[src/rtl/uart_pkg.sv]
// Shared definitions for the parameterised UART transmitter.
//   - Parity-mode constants (none / even / odd).
//   - Transmit state encoding.
//   - Parity helper computed over a configurable number of data bits.
package uart_pkg;

  localparam int unsigned PARITY_NONE = 0;
  localparam int unsigned PARITY_EVEN = 1;
  localparam int unsigned PARITY_ODD  = 2;

  typedef enum logic [2:0] {
    ST_IDLE,
    ST_START,
    ST_DATA,
    ST_PARITY,
    ST_STOP
  } tx_state_e;

  // XOR of the low nbits of data; inverted for odd parity.
  function automatic logic calc_parity(input logic [7:0] data,
                                       input int unsigned nbits,
                                       input int unsigned mode);
    logic p;
    p = 1'b0;
    for (int unsigned i = 0; i < 8; i++) begin
      if (i < nbits) p = p ^ data[i];
    end
    return (mode == PARITY_ODD) ? ~p : p;
  endfunction

endpackage

[src/rtl/sync_fifo.sv]
// Synchronous FIFO, single clock, synchronous active-high reset.
// Ports:
//   clk, rst       clock and synchronous reset
//   push, wdata    write request and data (accepted when not full, or when
//                  a pop happens in the same cycle)
//   pop            read request (ignored while empty)
//   rdata          head entry (combinational from storage)
//   full, empty    status from the registered count
//   count          number of stored entries, 0..DEPTH
module sync_fifo #(
  parameter int unsigned WIDTH = 8,
  parameter int unsigned DEPTH = 4
) (
  input  logic                     clk,
  input  logic                     rst,
  input  logic                     push,
  input  logic                     pop,
  input  logic [WIDTH-1:0]         wdata,
  output logic [WIDTH-1:0]         rdata,
  output logic                     full,
  output logic                     empty,
  output logic [$clog2(DEPTH):0]   count
);

  localparam int unsigned PTR_W = $clog2(DEPTH);
  localparam int unsigned CNT_W = PTR_W + 1;

  logic [WIDTH-1:0] mem_q [DEPTH];
  logic [WIDTH-1:0] mem_d [DEPTH];
  logic [PTR_W-1:0] wr_ptr_q, wr_ptr_d;
  logic [PTR_W-1:0] rd_ptr_q, rd_ptr_d;
  logic [CNT_W-1:0] count_q, count_d;
  logic             do_push;
  logic             do_pop;

  assign full  = (count_q == CNT_W'(DEPTH));
  assign empty = (count_q == '0);
  assign count = count_q;
  assign rdata = mem_q[rd_ptr_q];

  // A push into a full FIFO is only safe when the head leaves this cycle.
  assign do_pop  = pop & ~empty;
  assign do_push = push & (~full | do_pop);

  always_comb begin
    mem_d    = mem_q;
    wr_ptr_d = wr_ptr_q;
    rd_ptr_d = rd_ptr_q;
    count_d  = count_q;
    if (do_push) begin
      mem_d[wr_ptr_q] = wdata;
      wr_ptr_d        = wr_ptr_q + PTR_W'(1);
    end
    if (do_pop) begin
      rd_ptr_d = rd_ptr_q + PTR_W'(1);
    end
    if (do_push && !do_pop) begin
      count_d = count_q + CNT_W'(1);
    end else if (do_pop && !do_push) begin
      count_d = count_q - CNT_W'(1);
    end
  end

  always_ff @(posedge clk) begin
    if (rst) begin
      wr_ptr_q <= '0;
      rd_ptr_q <= '0;
      count_q  <= '0;
    end else begin
      wr_ptr_q <= wr_ptr_d;
      rd_ptr_q <= rd_ptr_d;
      count_q  <= count_d;
    end
  end

  // Storage needs no reset: entries are only read after being written.
  always_ff @(posedge clk) begin
    mem_q <= mem_d;
  end

endmodule

[src/rtl/uart_tx_param.sv]
// Parameterised UART transmitter with a transmit FIFO and register interface.
// Ports:
//   clk       single clock, rising edge
//   rst       synchronous active-high reset
//   brg_full  baud tick, one pulse per bit period
//   iocs      chip select
//   iorw      0 = write, 1 = read
//   ioaddr    register select: 0 = transmit data, 1 = control (bit0 clears ovf)
//   databus   write data, bits [DATA_BITS-1:0] used for transmit data
//   tbr       1 = FIFO can accept a byte
//   txd       serial output, registered, idle high
//   tx_busy   1 = frame in progress
//   ovf       sticky overflow flag
module uart_tx_param
  import uart_pkg::*;
#(
  parameter int unsigned DATA_BITS   = 8,
  parameter int unsigned PARITY_MODE = 0,
  parameter int unsigned STOP_BITS   = 1,
  parameter int unsigned FIFO_DEPTH  = 4
) (
  input  logic       clk,
  input  logic       rst,
  input  logic       brg_full,
  input  logic       iocs,
  input  logic       iorw,
  input  logic [1:0] ioaddr,
  input  logic [7:0] databus,
  output logic       tbr,
  output logic       txd,
  output logic       tx_busy,
  output logic       ovf
);

  localparam logic [2:0] LAST_BIT  = 3'(DATA_BITS - 1);
  localparam logic       LAST_STOP = 1'(STOP_BITS - 1);

  tx_state_e              state_q, state_d;
  logic                   txd_q, txd_d;
  logic [DATA_BITS-1:0]   shift_q, shift_d;
  logic                   par_q, par_d;
  logic [2:0]             bit_cnt_q, bit_cnt_d;
  logic                   stop_cnt_q, stop_cnt_d;
  logic                   ovf_q, ovf_d;

  logic                   push;
  logic                   pop;
  logic                   clr_ovf;
  logic                   fifo_full;
  logic                   fifo_empty;
  logic [DATA_BITS-1:0]   fifo_rdata;
  logic [$clog2(FIFO_DEPTH):0] fifo_count;
  logic [7:0]             head_ext;
  logic                   unused_bits;

  assign push    = iocs & ~iorw & (ioaddr == 2'd0);
  assign clr_ovf = iocs & ~iorw & (ioaddr == 2'd1) & databus[0];

  sync_fifo #(
    .WIDTH (DATA_BITS),
    .DEPTH (FIFO_DEPTH)
  ) u_fifo (
    .clk   (clk),
    .rst   (rst),
    .push  (push),
    .pop   (pop),
    .wdata (databus[DATA_BITS-1:0]),
    .rdata (fifo_rdata),
    .full  (fifo_full),
    .empty (fifo_empty),
    .count (fifo_count)
  );

  assign unused_bits = ^{databus, fifo_count};

  always_comb begin
    head_ext                = '0;
    head_ext[DATA_BITS-1:0] = fifo_rdata;
  end

  // Transmit FSM: every transition is gated by the baud tick.
  always_comb begin
    state_d    = state_q;
    txd_d      = txd_q;
    shift_d    = shift_q;
    par_d      = par_q;
    bit_cnt_d  = bit_cnt_q;
    stop_cnt_d = stop_cnt_q;
    pop        = 1'b0;

    if (brg_full) begin
      case (state_q)
        ST_IDLE: begin
          txd_d = 1'b1;
          if (!fifo_empty) begin
            pop     = 1'b1;
            state_d = ST_START;
            txd_d   = 1'b0;
          end
        end
        ST_START: begin
          state_d   = ST_DATA;
          txd_d     = shift_q[0];
          shift_d   = shift_q >> 1;
          bit_cnt_d = '0;
        end
        ST_DATA: begin
          if (bit_cnt_q == LAST_BIT) begin
            if (PARITY_MODE != PARITY_NONE) begin
              state_d = ST_PARITY;
              txd_d   = par_q;
            end else begin
              state_d    = ST_STOP;
              txd_d      = 1'b1;
              stop_cnt_d = 1'b0;
            end
          end else begin
            txd_d     = shift_q[0];
            shift_d   = shift_q >> 1;
            bit_cnt_d = bit_cnt_q + 3'd1;
          end
        end
        ST_PARITY: begin
          state_d    = ST_STOP;
          txd_d      = 1'b1;
          stop_cnt_d = 1'b0;
        end
        ST_STOP: begin
          if (stop_cnt_q == LAST_STOP) begin
            if (!fifo_empty) begin
              // Back-to-back frame: start bit follows the last stop bit.
              pop     = 1'b1;
              state_d = ST_START;
              txd_d   = 1'b0;
            end else begin
              state_d = ST_IDLE;
              txd_d   = 1'b1;
            end
          end else begin
            stop_cnt_d = stop_cnt_q + 1'b1;
          end
        end
        default: begin
          state_d = ST_IDLE;
          txd_d   = 1'b1;
        end
      endcase
    end

    // Every pop loads a fresh frame; parity is captured with the data.
    if (pop) begin
      shift_d = fifo_rdata;
      par_d   = calc_parity(head_ext, DATA_BITS, PARITY_MODE);
    end
  end

  // Overflow flag: a dropped push sets it and wins over a clear.
  always_comb begin
    ovf_d = ovf_q;
    if (clr_ovf) ovf_d = 1'b0;
    if (push && fifo_full && !pop) ovf_d = 1'b1;
  end

  always_ff @(posedge clk) begin
    if (rst) begin
      state_q    <= ST_IDLE;
      txd_q      <= 1'b1;
      shift_q    <= '0;
      par_q      <= 1'b0;
      bit_cnt_q  <= '0;
      stop_cnt_q <= 1'b0;
      ovf_q      <= 1'b0;
    end else begin
      state_q    <= state_d;
      txd_q      <= txd_d;
      shift_q    <= shift_d;
      par_q      <= par_d;
      bit_cnt_q  <= bit_cnt_d;
      stop_cnt_q <= stop_cnt_d;
      ovf_q      <= ovf_d;
    end
  end

  assign txd     = txd_q;
  assign tx_busy = (state_q != ST_IDLE);
  assign ovf     = ovf_q;
  assign tbr     = ~fifo_full;

endmodule
[config.mk]
export PLATFORM = sky130hd
export DESIGN_NAME = uart_tx_param
export DESIGN_NICKNAME = d
export VERILOG_FILES = /design/src/rtl/uart_pkg.sv /design/src/rtl/sync_fifo.sv /design/src/rtl/uart_tx_param.sv
export SDC_FILE = /design/constraint.sdc
export NUM_CORES = 1
export LEC_CHECK = 0
export ABC_AREA = 0
export CAP_MARGIN = 15
export CORE_MARGIN = 8
export CORE_UTILIZATION = 45
export DETAILED_ROUTE_END_ITERATION = 8
export GPL_TIMING_DRIVEN = 0
export HOLD_SLACK_MARGIN = 0.06
export PLACE_DENSITY_LB_ADDON = 0.08
export SLEW_MARGIN = 20
export SYNTH_ARGS = -nofsm -noshare
export SYNTH_HDL_FRONTEND = slang
export SYNTH_SLANG_ARGS = --single-unit
[constraint.sdc]
create_clock -name clk -period 6.45 [get_ports clk]
set_input_delay 0.645 -clock clk [delete_from_list [all_inputs] [get_ports clk]]
set_output_delay 0.645 -clock clk [all_outputs]
set_load 0.005 [all_outputs]
* Yosys cells after proc, flatten, opt, wreduce, memory -nomap -nowiden
Cells that the tools add are included.
** Operators by class
- $add $sub $neg :: 6
- Order comparisons :: 3
- Equality and inequality tests :: 12
- Muxes and demuxes :: 32
- Bitwise gates (word level) :: 12
- Reductions and logical operators :: 23
** Operators with widths (number)
- 8-bit 2-to-1 mux :: 6
- 32-bit bitwise mux :: 1
- 3-bit 2-to-1 mux :: 6
- 8-bit binary-select mux with 2-bit select :: 1
- 8-bit demux with 2-bit select :: 1
- 8-bit case mux with 2 select lines :: 1
- 3-bit case mux with 5 select lines :: 1
- 1-bit 2-to-1 mux :: 11
- 3-bit == test, second input constant :: 3
- 3-bit AND reduction :: 3
- 3-bit nonzero test :: 3
- 2-bit != test, second input constant :: 4
- 2-bit nonzero test :: 4
- 3-bit by 1-bit adder with 3-bit output, second input constant :: 2
- 1-bit AND :: 6
- 3-bit by 2-bit == test with 1-bit output, second input constant :: 2
- 3-bit >= comparator, second input constant :: 2
- 3-bit logical NOT :: 2
- 2-bit inverter with 3-bit output :: 2
- 3-bit case mux with 2 select lines :: 1
- 1-bit logical AND :: 5
- 2-bit by 1-bit adder with 2-bit output, second input constant :: 2
- 1-bit case mux with 4 select lines :: 1
- 4-bit AND reduction :: 1
- other kinds (13) :: 17
** Storage, ports and cells
- Register bits after elaboration :: 56
- Input bits :: 15
- Output and inout bits :: 4
- Word-level logic and storage cells :: 101

* Logic depth before layout (Yosys ltp)
- Depth in word-level cells :: 12
- Depth in mapped cells :: 9
- Mapped depth without buffers :: 8

* Cells and area by module
A second synthesis with hierarchy kept.
** Unflattened totals
- Cells, all modules :: 168
- Area total of the unflattened synthesis :: 2328.5 um^2
** By module, submodules not included
- sync_fifo :: times used 1, cells each 87, area each 1602.8 um^2, sequential area each 1101.1 um^2
- uart_tx_param :: times used 1, cells each 81, area each 725.7 um^2, sequential area each 320.3 um^2

* Worst setup path before layout
No wires, ideal clock.
- Kind :: in2reg
- From :: in brg_full
- To :: reg u_fifo.count_q[2], in the netlist u_fifo.count[2]
- Setup time :: 0.070 ns
- Arrival time :: 2.457 ns
- Required time :: 6.380 ns
- Setup slack :: 3.922 ns
- Stages on the path :: 9
- Path buffers :: 1
- Cells stage by stage :: nor3b_1 > o211a_1 > buf_2 > ha_1 > inv_1 > fa_1 > xor2_1 > or3_1 > a21oi_1
** Between the ends
- Word-level cells in the longest chain between the ends :: 7
- Elaborated cells on any way between the ends :: 10
- Classes of those cells :: mux (2); bitwise (3); reduce/logical (5)
** Ends and longest elaborated chain
- from (decl) :: line uart_tx_param.sv:24 : input logic brg_full,
- 1-bit 2-to-1 mux (*) :: line uart_tx_param.sv:91 : if (brg_full) begin
- 1-bit AND (*) :: line sync_fifo.sv:42 : assign do_pop = pop & ~empty;
- 1-bit bitwise OR (*) :: line sync_fifo.sv:43 : assign do_push = push & (~full | do_pop);
- 1-bit AND (*) :: line sync_fifo.sv:43
- net u_fifo.do_push :: line sync_fifo.sv:33 : logic do_push;
- 1-bit logical NOT :: line sync_fifo.sv:59 : end else if (do_pop && !do_push) begin
- 1-bit logical AND :: line sync_fifo.sv:59
- 2-bit nonzero test (no line)
- to (signal assigned) :: line sync_fifo.sv:72 : count_q <= count_d;
- to (decl) :: line sync_fifo.sv:32 : logic [CNT_W-1:0] count_q, count_d;
Mark *: on every way through the listed nets, which the timed path passes. The rest lies on a longest branch.
A chain may end at the register's enable or synchronous reset.

* Final worst setup path
Same ends and word-level chain as after synthesis.

==> reports/metrics.yaml <==
outcome:
  outcome: "complete, no violations"
clock_tree:
  cts_setup_buffers: 0
  numCtsBuffers: 5
  root_buffer: "clkbuf_8"
  clockBufferDepth: 2
  clk_pin_slew_ns: 0.10
  post_cts_resize_count: 0
  cts_tree: "built"
  h-tree-depth: 2
  clock-sinks: 55
  clkLatencyLatePin_ns: 0.32
  cts_hold_buf: 0
worst_setup_path:
  crit_path_end: "u_fifo.count[2]"
  cp.arrival_ns: 3.30
  reg2regPathDepth: 9
  crit_type: "in2reg"
  crit_fanout: 7
  critPathLaunchType: "primary input"
  cp-end-kind: "flop"
  r2r-end: "u_fifo.count[2]"
  crit_start: "brg_full"
  reg2reg_from: "state_q[0]"
  required_ns: 6.70
  regToRegSetupSlack_ns: 3.90
sta:
  worst_slew_pin_slew_ns: 0.6360
  fin_setup_tns_ns: 0
  fmaxAchievable_mhz: 328.2
  hold_viol_final: 0
  clock-skew-final_ns: 0.004092
  final-setup-viol-count: 0
  slew_headroom_pct: 57.25
  fin_crit_sh_pct: 47.24
  period_minus_slack_ns: 3.047
  rsz0062_at_grt: "no"
  setup_ws_ns: 3.403
  hold_slack_ns: 0.4699
  drv_slew: 0
floorplan:
  ioPinCount: 19
  chipWidth_um: 88.53
  dieArea_mm2: 0.007838
  die_h_um: 88.53
  initial_core_util_pct: 46.35
  core-area_mm2: 0.005107
  num_rows: 26
synthesis:
  synth.largest_area_cell: "edfxtp_1"
  yosys-top-cells-count: "edfxtp_1, dfxtp_1, nor2_1, a21oi_1, mux2i_1"
  syn_area_mm2: 0.002367
  ys_ff_latch: 55
  yosysMostFrequentCell: "edfxtp_1"
  avgSynthCellArea_um2: 13.76
  yosys_most_used_dff: "edfxtp_1"
  synth_edf_count: 32
  syn_inst: 172
  yosysTopAreaCellShare_pct: 40.59
  seq_area_frac_synth_pct: 60.04
  yosysWarnings: 0
  synth.top_cells.by_area: "edfxtp_1, dfxtp_1, mux4_2"
  async_flop_share_pct: 0
  synthDistinctLibCells: 35
  synth_nets: 195
route:
  routedWlPerCell_um: 15.85
  ant_nets: 0
  wl_um: 4249
  vias: 1432
  via_per_inst: 5.343
  drc: 0
  drtIter0Drc: 60
  dr.pass1.iters: 4
layout:
  layout-drive-gt1-share_pct: 12.63
  num-fill-cells: 430
  fin_cells: 268
  syn_to_final_growth_pct: 15.38
  n_antenna_cell: 0
  multiInputGateArea_um2: 887.1
  nets: 220
  seq_area_mm2: 0.001421
power:
  power.density_mw_per_mm2: 329.6
  power_frac_comb_pct: 28.3
  leakagePower_uw: 0.0009548
  peakVddDrop_uv: 133.5
  p_clk_share_pct: 22.4
  power.switching_uw: 276.0
  p_seq_share_pct: 49.3
  switching_share_pct: 30.65
  p_int_uw: 624.4
placement:
  post-place-ws_ns: 3.057
  io_buffers: 18
  gp_congestion: 0.7108
  dp_hpwl_um: 3018
  place_inst: 260
global_route:
  grt_pass1_wl_um: 7065
  antenna_found_initial: 0
  grt_max_degree: 20
  gr-usage-all-layers_pct: 12.14
  grt-ovfl-total: 0
  grt_pass1_vias: 1435
run:
  max_cap_violations: 0
hold_path:
  holdCritPathClass: "reg2reg"
logic make-up (layout without fill, tap and decap cells):
| family | count (synthesis) | count (layout) | synth area share, % |
|---|---|---|---|
| compound gates | 33 | 33 | 10.20 |
| fa+ha+maj | 8 | 8 | 4.545 |
| buf+inv | 14 | 40 | 2.484 |
| flops | 55 | 55 | 60.04 |
| simple gates | 40 | 40 | 9.461 |
| xor+xnor | 5 | 5 | 1.850 |
| mux | 17 | 17 | 11.42 |
placed cells by master (no fill, tap or decap), types with 5 or more instances in the layout:
cell type / n
mux4_2: 8
a21oi_1: 9
a2bb2oi_1: 7
a211oi_1: 7
nand2_1: 5
clkbuf_8: 5
edfxtp_1: 32
clkdlybuf4s50_1: 18
mux2i_1: 9
ha_1: 7
inv_1: 6
nor2_1: 16
dfxtp_1: 23
buf_2: 5
flip-flops by register name, summed over array words and instances (netlist names):
signal           count
shift_q              8
txd                  1
bit_cnt_q            3
u_fifo.rd_ptr_q      2
state_q              3
u_fifo.wr_ptr_q      2
u_fifo.count         3
u_fifo.mem_q        32
ovf                  1
power by group through the flow:
stage | Clock [uW] | Sequential [uW] | Combinational, uW
after global routing | 221 | 451 | 286
after detailed placement | 0 | 453 | 258
after global placement | 0 | 450 | 251
after floorplan | 0 | 445 | 189
after CTS | 207 | 444 | 259
final | 202 | 444 | 255
routing by layer:
layer | vias up | track usage (%) | routed length [um]
met4 | 0 | 4.608 | 60
met3 | 6 | 3.807 | 144
li1 | 705 | - | -
met5 | - | 0 | 0
met1 | 696 | 14.36 | 1954
met2 | 25 | 20.10 | 2090
critical path: stages:
cell	delay [ns]
clkdlybuf4s50_1	0.57
nor3b_1	0.45
o211a_1	0.23
buf_2	0.16
ha_1	0.20
inv_1	0.06
fa_1	0.37
xor2_1	0.18
or3_1	0.30
a21oi_1	0.14
worst min path at each step:
stage                       from      endpoint  cells after the start
floorplan           bit_cnt_q[1]  bit_cnt_q[1]                      2
global placement    bit_cnt_q[1]  bit_cnt_q[1]                      2
detailed placement  bit_cnt_q[1]  bit_cnt_q[1]                      2
CTS                 bit_cnt_q[1]  bit_cnt_q[1]                      2
global route        bit_cnt_q[1]  bit_cnt_q[1]                      2
finish              bit_cnt_q[1]  bit_cnt_q[1]                      2
layout make-up:
cell class              instances  area share (%)
well taps                      70           3.207
clock buffers                   5           2.519
inverters                       6          0.8246
flip-flops and latches         55           52.04
multi-input cells             103           32.48
repair buffers                 18           6.596
plain buffers                   8           1.328
clock inverters                 3           1.008
stage by stage:
step / power, uW / util (%) / area [um^2]
after global routing: 958.3 / 53.48 / 2731
after detailed placement: 710.3 / 51.59 / 2635
after global placement: 700.5 / 51.59 / 2635
after CTS: 910.3 / 53.48 / 2731
final: 900.3 / 53.48 / 2731
after floorplan: 634.5 / - / 2367
Power figures use the tool's default switching activity.
